$ cat src/rtl/voice_scheduler_pkg.sv
// Shared music definitions: note/duration widths, voice index width,
// scheduler FSM encoding and a small one-hot helper.
package voice_scheduler_pkg;

  localparam int MUSIC_NOTE_W = 6;
  localparam int MUSIC_DUR_W  = 6;
  // Voice indices and age ranks fit in two bits for up to four voices.
  localparam int IDX_W        = 2;

  typedef enum logic [1:0] {
    ST_IDLE = 2'd0,
    ST_LOAD = 2'd1,
    ST_WAIT = 2'd2
  } sched_state_e;

  // Expand a voice index into a four-bit one-hot vector.
  function automatic logic [3:0] idx_to_onehot(input logic [IDX_W-1:0] idx);
    idx_to_onehot = 4'b0001 << idx;
  endfunction

endpackage

$ cat src/rtl/voice_scheduler_age_tracker.sv
// Per-voice busy flags and age ranks (0 newest .. NUM_VOICES-1 oldest).
// Reports the lowest free voice and the oldest voice for target selection.
module voice_age_tracker
  import voice_scheduler_pkg::*;
#(
  parameter int NUM_VOICES = 3
) (
  input  logic                  clk,
  input  logic                  reset,
  input  logic [NUM_VOICES-1:0] load_onehot,
  input  logic [NUM_VOICES-1:0] voice_done,
  output logic [NUM_VOICES-1:0] voice_active,
  output logic [IDX_W-1:0]      free_idx,
  output logic                  any_free,
  output logic [IDX_W-1:0]      oldest_idx
);

  logic [NUM_VOICES-1:0] active_q, active_d;
  logic [IDX_W-1:0]      rank_q [NUM_VOICES];
  logic [IDX_W-1:0]      rank_d [NUM_VOICES];
  logic [IDX_W-1:0]      load_rank_s;
  logic                  load_any_s;

  assign voice_active = active_q;

  // Lowest-index idle voice; scan downward so the lowest index wins.
  always_comb begin
    free_idx = '0;
    any_free = 1'b0;
    for (int i = NUM_VOICES - 1; i >= 0; i--) begin
      if (!active_q[i]) begin
        free_idx = IDX_W'(i);
        any_free = 1'b1;
      end else begin
        free_idx = free_idx;
      end
    end
  end

  // Locate the oldest voice and the rank of the voice being loaded.
  always_comb begin
    oldest_idx  = '0;
    load_rank_s = '0;
    load_any_s  = |load_onehot;
    for (int i = 0; i < NUM_VOICES; i++) begin
      if (rank_q[i] == IDX_W'(NUM_VOICES - 1)) begin
        oldest_idx = IDX_W'(i);
      end else begin
        oldest_idx = oldest_idx;
      end
      if (load_onehot[i]) begin
        load_rank_s = rank_q[i];
      end else begin
        load_rank_s = load_rank_s;
      end
    end
  end

  // Next ranks and busy flags; a load beats a same-cycle done.
  always_comb begin
    active_d = (active_q & ~voice_done) | load_onehot;
    for (int i = 0; i < NUM_VOICES; i++) begin
      rank_d[i] = rank_q[i];
      if (load_onehot[i]) begin
        rank_d[i] = '0;
      end else if (load_any_s && (rank_q[i] < load_rank_s)) begin
        rank_d[i] = rank_q[i] + IDX_W'(1);
      end else begin
        rank_d[i] = rank_q[i];
      end
    end
  end

  // State registers; ranks restart as voice k = rank k.
  always_ff @(posedge clk) begin
    if (reset) begin
      active_q <= '0;
      for (int i = 0; i < NUM_VOICES; i++) begin
        rank_q[i] <= IDX_W'(i);
      end
    end else begin
      active_q <= active_d;
      for (int i = 0; i < NUM_VOICES; i++) begin
        rank_q[i] <= rank_d[i];
      end
    end
  end

endmodule

$ cat src/rtl/voice_scheduler.sv
// Voice scheduler: accepts note / time-advance words, assigns notes to free
// voices (stealing the oldest when all are busy) and gates musical time.
module voice_scheduler
  import voice_scheduler_pkg::*;
#(
  parameter int NUM_VOICES = 3,
  parameter int NOTE_W     = MUSIC_NOTE_W,
  parameter int DUR_W      = MUSIC_DUR_W
) (
  input  logic                  clk,
  input  logic                  reset,
  input  logic                  play_enable,
  input  logic                  beat,
  input  logic                  word_valid,
  input  logic                  word_is_advance,
  input  logic [NOTE_W-1:0]     word_note,
  input  logic [DUR_W-1:0]      word_duration,
  output logic                  word_ready,
  input  logic [NUM_VOICES-1:0] voice_done,
  output logic [NUM_VOICES-1:0] voice_load,
  output logic [NOTE_W-1:0]     voice_note,
  output logic [DUR_W-1:0]      voice_duration,
  output logic [NUM_VOICES-1:0] voice_active,
  output logic                  steal_event,
  output logic                  advance_time
);

  sched_state_e          state_q, state_d;
  logic [DUR_W-1:0]      beat_cnt_q, beat_cnt_d;
  logic [NUM_VOICES-1:0] voice_load_q, voice_load_d;
  logic [NOTE_W-1:0]     voice_note_q, voice_note_d;
  logic [DUR_W-1:0]      voice_duration_q, voice_duration_d;
  logic                  steal_q, steal_d;
  logic                  advance_q, advance_d;

  logic                  accept_s;
  logic [IDX_W-1:0]      free_idx_s, oldest_idx_s, target_s;
  logic                  any_free_s;

  voice_age_tracker #(
    .NUM_VOICES (NUM_VOICES)
  ) u_age (
    .clk          (clk),
    .reset        (reset),
    .load_onehot  (voice_load),
    .voice_done   (voice_done),
    .voice_active (voice_active),
    .free_idx     (free_idx_s),
    .any_free     (any_free_s),
    .oldest_idx   (oldest_idx_s)
  );

  // A reset landing on the load cycle must not leak the pending strobe.
  assign word_ready     = (state_q == ST_IDLE) & play_enable & ~reset;
  assign accept_s       = word_valid & word_ready;
  assign target_s       = any_free_s ? free_idx_s : oldest_idx_s;
  assign voice_load     = voice_load_q & {NUM_VOICES{~reset}};
  assign steal_event    = steal_q & ~reset;
  assign voice_note     = voice_note_q;
  assign voice_duration = voice_duration_q;
  assign advance_time   = advance_q & play_enable;

  // Next-state and registered-output logic for the scheduling FSM.
  always_comb begin
    state_d          = state_q;
    beat_cnt_d       = beat_cnt_q;
    voice_load_d     = '0;
    voice_note_d     = '0;
    voice_duration_d = '0;
    steal_d          = 1'b0;
    advance_d        = advance_q;
    case (state_q)
      ST_IDLE: begin
        if (accept_s && (word_duration != '0)) begin
          if (!word_is_advance) begin
            voice_load_d     = NUM_VOICES'(idx_to_onehot(target_s));
            voice_note_d     = word_note;
            voice_duration_d = word_duration;
            steal_d          = ~any_free_s;
            state_d          = ST_LOAD;
          end else begin
            beat_cnt_d = word_duration;
            advance_d  = 1'b1;
            state_d    = ST_WAIT;
          end
        end else begin
          state_d = ST_IDLE;
        end
      end
      ST_LOAD: begin
        state_d = ST_IDLE;
      end
      ST_WAIT: begin
        if (beat && play_enable) begin
          if (beat_cnt_q == DUR_W'(1)) begin
            beat_cnt_d = '0;
            advance_d  = 1'b0;
            state_d    = ST_IDLE;
          end else begin
            beat_cnt_d = beat_cnt_q - DUR_W'(1);
          end
        end else begin
          beat_cnt_d = beat_cnt_q;
        end
      end
      default: begin
        beat_cnt_d = '0;
        advance_d  = 1'b0;
        state_d    = ST_IDLE;
      end
    endcase
  end

  // FSM state, beat counter and output registers.
  always_ff @(posedge clk) begin
    if (reset) begin
      state_q          <= ST_IDLE;
      beat_cnt_q       <= '0;
      voice_load_q     <= '0;
      voice_note_q     <= '0;
      voice_duration_q <= '0;
      steal_q          <= 1'b0;
      advance_q        <= 1'b0;
    end else begin
      state_q          <= state_d;
      beat_cnt_q       <= beat_cnt_d;
      voice_load_q     <= voice_load_d;
      voice_note_q     <= voice_note_d;
      voice_duration_q <= voice_duration_d;
      steal_q          <= steal_d;
      advance_q        <= advance_d;
    end
  end

endmodule

$ cat config.mk
export PLATFORM = sky130hd
export DESIGN_NAME = voice_scheduler
export DESIGN_NICKNAME = d
export VERILOG_FILES = /design/src/rtl/voice_scheduler_pkg.sv /design/src/rtl/voice_scheduler_age_tracker.sv /design/src/rtl/voice_scheduler.sv
export SDC_FILE = /design/constraint.sdc
export NUM_CORES = 1
export LEC_CHECK = 0
export BUFFER_PORTS_ARGS = -buffer_cell sky130_fd_sc_hd__clkbuf_2
export CAP_MARGIN = 0
export CORE_MARGIN = 4
export CORE_UTILIZATION = 25
export DETAILED_ROUTE_END_ITERATION = 16
export SYNTH_ARGS = -nofsm -noshare
export SYNTH_HDL_FRONTEND = slang
export SYNTH_SLANG_ARGS = --single-unit
$ cat constraint.sdc
create_clock -name clk -period 1.8 [get_ports clk]
set_clock_uncertainty 0.05 [all_clocks]
set_input_delay 0.27 -clock clk [delete_from_list [all_inputs] [get_ports clk]]
set_output_delay 0.27 -clock clk [all_outputs]
set_load 0.01 [all_outputs]
==> impl_metrics.toml, run 1 <==
[timing]
max_slew.worst_pin.slew_ns = 0.618
hold_ws_ns = 0.148
max_freq_ghz = 0.520
finalCritPeriodShare_pct = 107
drv_slew = 0
finalSetupViolations = 16
grt_setup_unrepaired = "true"
timing.setup.tns_ns = -1.60
maxSlewHeadroom_pct = 57.7
final_critical_path_setup_slack_ns = -0.124
finalHoldViolations = 0
finalWorstPathRequiredPeriod_ns = 1.92

[logic_synthesis]
asyncSetResetFlopFracSynth_pct = 0
postSynthAreaPerCell_um2 = 9.12
synth.ff_latch_count = 34
syn-num-nets = 209
synth_seq_area_share_pct = 40.6
edff_count_synth = 0
synth-warning-count = 0
netlist_area_um2 = 1680
ys_types = 50
post_synth_inst_count = 184
synth_ff_type = "sky130_fd_sc_hd__dfxtp_1"

[pwr]
cellInternalPower_mw = 1.15
peakVddDrop_mv = 0.323
total_leakage_power_nw = 1.01
power_density_nw_per_um2 = 667
power_switching_mw = 0.361
clock_power_share_pct = 38.5
share_seq_of_total_power_pct = 51.1
combPwrFrac_pct = 10.3
power.switching_fraction_pct = 23.9
report.power.total_mw = 1.51

[clocking]
clk_pin_slew_ns = 0.08
hold_bufs_at_cts = 0
clock_tree.htree_level_count = 2
clock_tree.root_cell = "sky130_fd_sc_hd__clkbuf_8"
clk_latency_ns = 0.28
clockBufferDepth = 2
cts_setup_buffers = 0
tritoncts_num_sinks = 34
numCtsBuffers = 5
cts_tree = "yes"

[layout]
final_cells = 325
final_net_count = 272
final_area_um2 = 2260
fraction_of_layout_instances_using_a_drive_strength_above_1_pct = 36.7
syn2layout_area_growth_pct = 35.0
util_after_layout_pct = 35.3
num_antenna_cells = 0

[routing]
drtAntennaViolNets = 0
residual_drc_count = 0
drt_first_iter_violations = 148
vias_per_cell = 4.74
drt_wl_total_mm = 4.04
wl_per_cell_um = 12.4
routed-via-count = 1542
drt_first_pass_iters = 4

[worst_setup_path]
crit_path_end_kind = "flip-flop"
crit_path_max_fanout = 5
r2r_setup_slack_ns = -0.12
cp_data_arrival_time_ns = 2.09
timing.critical_path.required_ns = 1.97
critical_path.startpoint_type = "flip-flop"
classification_of_the_worst_setup_path = "flip-flop to flip-flop"

[global_routing]
busiest_metal_layer_after_global_routing = "met2"
grt_util_all_layers_pct = 10.1
first_global_vias = 1523
grt_max_degree = 24
global_route.overflow_total = 0
grt_antenna_before_repair = 0
grt_use_met2_pct = 16.0
use_met3_pct = 1.84
first_pass_grt_wire_length_mm = 6.85
grtUsageMet1_pct = 13.0

[min_path]
hold_class = "input port to flip-flop"

[die]
die_height_um = 89.9
chipWidth_um = 89.9
top_level_ports = 42
die_area_um2 = 8090
core_area_um2 = 6420
initial_core_util_pct = 26.1
row_count = 29

[flow_run]
max-cap-violations = 0

[status]
run_status = "finished with violations"
violations = "setup timing"

[place]
place.detailed.hpwl_mm = 3.08
portBuffers = 41
place_congestion = 0.875
dp_worst_setup_slack_ns = -0.194
dp_cells = 317
post_dp_cell_area_um2 = 2110
## logic make-up (layout without fill, tap and decap cells)
family          after synthesis  in the layout  synth area share (%)
xor+xnor                      1              1                 0.522
compound gates               43             43                  19.3
fa+ha+maj                     5              5                  3.58
flops                        34             34                  40.6
mux                           2              2                  1.34
simple gates                 80             80                  29.5
buf+inv                      19             83                  5.15
## final cells by class
type                            count  area [µm²]
Clock inverter                      2        12.5
Multi-Input combinational cell    131         955
Clock buffer                        6        82.6
Tap cell                           77        96.3
Inverter                           11        41.3
Timing Repair Buffer               64         389
Fill cell                         671        4160
Sequential cell                    34         688
## flip-flops by register name, indices dropped and copies added (netlist names)
signal	flops
u_age.voice_active	3
voice_duration	6
beat_cnt_q	6
u_age.rank_q	6
voice_note	6
state_q	2
voice_load_q	3
steal_q	1
advance_q	1
## worst paths after layout
check,start,end,depth (start not counted)
worst min-delay path,word_note[0],voice_note[0],2
worst max-delay path,state_q[0],steal_q,5
worst max register to register,state_q[0],steal_q,5
worst min register to register,advance_q,advance_q,2
## layout by cell type, fill, tap and decap left out, types with 3 or more instances in the layout
cell type / n
sky130_fd_sc_hd__nor2_1: 9
sky130_fd_sc_hd__nand3b_1: 4
sky130_fd_sc_hd__nor3_1: 6
sky130_fd_sc_hd__buf_4: 20
sky130_fd_sc_hd__o21ai_0: 3
sky130_fd_sc_hd__clkbuf_8: 6
sky130_fd_sc_hd__dfxtp_2: 3
sky130_fd_sc_hd__nor4_1: 4
sky130_fd_sc_hd__inv_1: 11
sky130_fd_sc_hd__a31oi_1: 3
sky130_fd_sc_hd__or4b_4: 3
sky130_fd_sc_hd__buf_6: 3
sky130_fd_sc_hd__ha_1: 4
sky130_fd_sc_hd__clkbuf_2: 41
sky130_fd_sc_hd__dfxtp_1: 30
sky130_fd_sc_hd__and2_1: 17
sky130_fd_sc_hd__nand2_1: 7
sky130_fd_sc_hd__nand2b_1: 4
sky130_fd_sc_hd__a21oi_1: 11
sky130_fd_sc_hd__nor2b_1: 10
## routing by layer
layer  share of wire [%]  up-vias
li1                    -      792
met1                  47      698
met2                  45       44
met3                 4.3        8
met4                 2.8        0
met5                   0        -
## power groups by stage
| stage | Combinational [mW] | Sequential [mW] | Clock, mW |
|---|---|---|---|
| 6_report | 0.156 | 0.772 | 0.582 |
| 5_1_grt | 0.170 | 0.774 | 0.646 |
| 4_1_cts | 0.148 | 0.771 | 0.618 |
| 3_5_place_dp | 0.145 | 0.789 | 0 |
| 3_3_place_gp | 0.145 | 0.788 | 0 |
| 2_1_floorplan | 0.0715 | 0.792 | 0 |
## synth_stat cells (4+ instances only)
cell type                  instances  area, µm²
sky130_fd_sc_hd__clkbuf_1          6       22.5
sky130_fd_sc_hd__nor2_1            9       33.8
sky130_fd_sc_hd__nand2_1           7       26.3
sky130_fd_sc_hd__a21oi_1          11       55.1
sky130_fd_sc_hd__nor4_1            4       25.0
sky130_fd_sc_hd__inv_1            11       41.3
sky130_fd_sc_hd__o21ai_0           4       20.0
sky130_fd_sc_hd__and2_1           18        113
sky130_fd_sc_hd__nand2b_1          4       25.0
sky130_fd_sc_hd__ha_1              4       50.1
sky130_fd_sc_hd__dfxtp_1          34        681
sky130_fd_sc_hd__nand3b_1          4       30.0
sky130_fd_sc_hd__nor3_1            6       30.0
sky130_fd_sc_hd__nor2b_1          10       62.6
sky130_fd_sc_hd__a31oi_1           5       31.3
## repair_timing
item                       CTS  global route
gates resized for setup      3            14
pin swaps                    1             1
setup endpoints to repair   22            22
## critical path, cell delays in order, from the launching register on
cell and delay, ns:
sky130_fd_sc_hd__dfxtp_4 0.35, sky130_fd_sc_hd__or4b_4 0.52, sky130_fd_sc_hd__or4b_4 0.51, sky130_fd_sc_hd__a21oi_4 0.15
sky130_fd_sc_hd__buf_6 0.12, sky130_fd_sc_hd__and4_1 0.17
No activity file was read; power rests on OpenSTA's default activity.
==> run 2, diff against run 1 <==
- CORE_ASPECT_RATIO: unset -> 1.5
- CORE_MARGIN: 4 -> 3
==> run 2 against run 1 <==
Effect of this change: final area unchanged; utilization grew 0.65 points; routed wire length fell by 2.3%; the flow still finishes with violations (setup timing); first-iteration DRC count is 68% lower; global-route usage grew 0.33 points; register-to-register slack is essentially flat; cell count stayed put; critical path type unchanged.
==> impl_metrics.toml, run 2 (synthesis gave the netlist of run 1 again) <==
[clocking]
clock_tree.root_cell = "sky130_fd_sc_hd__clkbuf_8"
clk_latency_ns = 0.28
tritoncts_num_sinks = 34
cts_tree = "yes"
clk_pin_slew_ns = 0.07
hold_bufs_at_cts = 0
clockBufferDepth = 2
clock_tree.htree_level_count = 2
numCtsBuffers = 5

[worst_setup_path]
crit_path_max_fanout = 5
classification_of_the_worst_setup_path = "flip-flop to flip-flop"
timing.critical_path.slowest_cell_delay_ns = 0.53
startpoint_of_the_lowest_slack_register_to_register_path = "state_q[0]"
crit_start = "state_q[0]"
cpLargestDelayFamily = "simple AND/OR/NAND/NOR gates"
timing.critical_path.required_ns = 1.98
critical_path.startpoint_type = "flip-flop"
crit_path_end_kind = "flip-flop"
cp_data_arrival_time_ns = 2.10
critPathBufInv = 1
worst_path_max_delay_cell = "sky130_fd_sc_hd__or4b_4"
path_common_cell = "sky130_fd_sc_hd__or4b_4"
timing.critical_path.cells = "or4b_4 -> or4b_4 -> a21oi_4 -> buf_6 -> and4b_1"

[routing]
routed-via-count = 1552
drtAntennaViolNets = 0
drt_wl_total_mm = 3.95
wl_per_cell_um = 12.1
drt_first_pass_iters = 4
drt_first_iter_violations = 48
vias_per_cell = 4.78
residual_drc_count = 0

[layout]
num_antenna_cells = 0
mostFrequentLayoutCells = "41 x sky130_fd_sc_hd__clkbuf_2, 31 x sky130_fd_sc_hd__dfxtp_1, 23 x sky130_fd_sc_hd__buf_4"
syn2layout_area_growth_pct = 35.0
final_area_um2 = 2260
layout.cells.most_common = "sky130_fd_sc_hd__clkbuf_2"
fill_cells = 651
util_after_layout_pct = 35.9
final_net_count = 275
fraction_of_layout_instances_using_a_drive_strength_above_1_pct = 36.3

[die]
die_height_um = 106
die_area_um2 = 7750
top_level_ports = 42
chipWidth_um = 72.9
core_area_um2 = 6310
row_count = 35
initial_core_util_pct = 26.6

[global_routing]
grt_max_degree = 24
grt_util_all_layers_pct = 10.4
grt_antenna_before_repair = 0
first_pass_grt_wire_length_mm = 6.32
first_global_vias = 1445
global_route.overflow_total = 0

[timing]
finalHoldViolations = 0
timing.setup.tns_ns = -1.62
maxSlewHeadroom_pct = 75.7
grt_setup_unrepaired = "true"
finalWorstPathRequiredPeriod_ns = 1.93
finalCritPeriodShare_pct = 107
max_slew.worst_pin.slew_ns = 0.355
max_freq_ghz = 0.519
final_critical_path_setup_slack_ns = -0.128
drv_slew = 0
finalSetupViolations = 17

[pwr]
peakVddDrop_mv = 0.264
report.power.total_mw = 1.51
power_density_nw_per_um2 = 665
total_leakage_power_nw = 1.02

[place]
place.detailed.hpwl_mm = 3.06
post_dp_cell_area_um2 = 2120
dp_worst_setup_slack_ns = -0.196
place_congestion = 0.753
portBuffers = 41

[flow_run]
max-cap-violations = 0

[min_path]
hold_path_startpoint = "word_note[4]"
hold_class = "input port to flip-flop"

[status]
run_status = "finished with violations"
violations = "setup timing"
[run 2: cell count changes in the layout (fill, tap and decap cells not counted), sizes merged]
cell	change
buf	+3
[run 2: where the power goes]
group	leakage (nW)	switching [mW]	internal, mW
combinational	0.694	0.0745	0.0759
sequential	0.277	0.00739	0.764
clock	0.0472	0.277	0.307
[run 2: routing by layer]
metal	up-vias	wire [µm]	global-route usage, %
met3	11	192	2.18
met1	705	1770	12.1
li1	794	-	-
met4	0	114	5.15
met2	42	1870	17.6
met5	-	0	0
[run 2: cell type report]
type                       instances  area, µm²  area share [%]
timing repair buffer              67        412            18.2
clock buffer                       6       82.6            3.65
clock inverter                     2       12.5           0.552
inverter                          11       41.3            1.82
multi-input combinational        131        937            41.4
sequential                        34        687            30.3
tap                               74       92.6            4.09
[run 2: path summary, 6_finish.rpt]
| check | to | slack [ns] | cells past startpoint |
|---|---|---|---|
| worst max-delay path | voice_load_q[2] | -0.13 | 5 |
| worst min-delay path | voice_note[4] | 0.14 | 2 |
| worst max register to register | voice_load_q[2] | -0.13 | 5 |
| worst min register to register | advance_q | 0.40 | 2 |
[run 2: per-stage QoR]
stage	hold WS (ns)	instances
after floorplan	0.342	184
after global placement	0.398	316
after detailed placement	0.392	316
after CTS	0.134	324
after global routing	0.140	325
final	0.143	325
[run 2: worst register-to-register path: cells and delay by family (launching register included)]
| family | cells | cell delay, ns |
|---|---|---|
| AND/OR/NAND/NOR | 3 | 1.21 |
| AO/OA/AOI/OAI | 1 | 0.15 |
| buffers and inverters | 1 | 0.12 |
| flip-flops | 1 | 0.34 |
[run 2: repair_timing]
action	in CTS	in global routing
endpoints found under the setup margin	21	21
resized for setup	2	11
buffers inserted	0	1
pin swaps	1	1
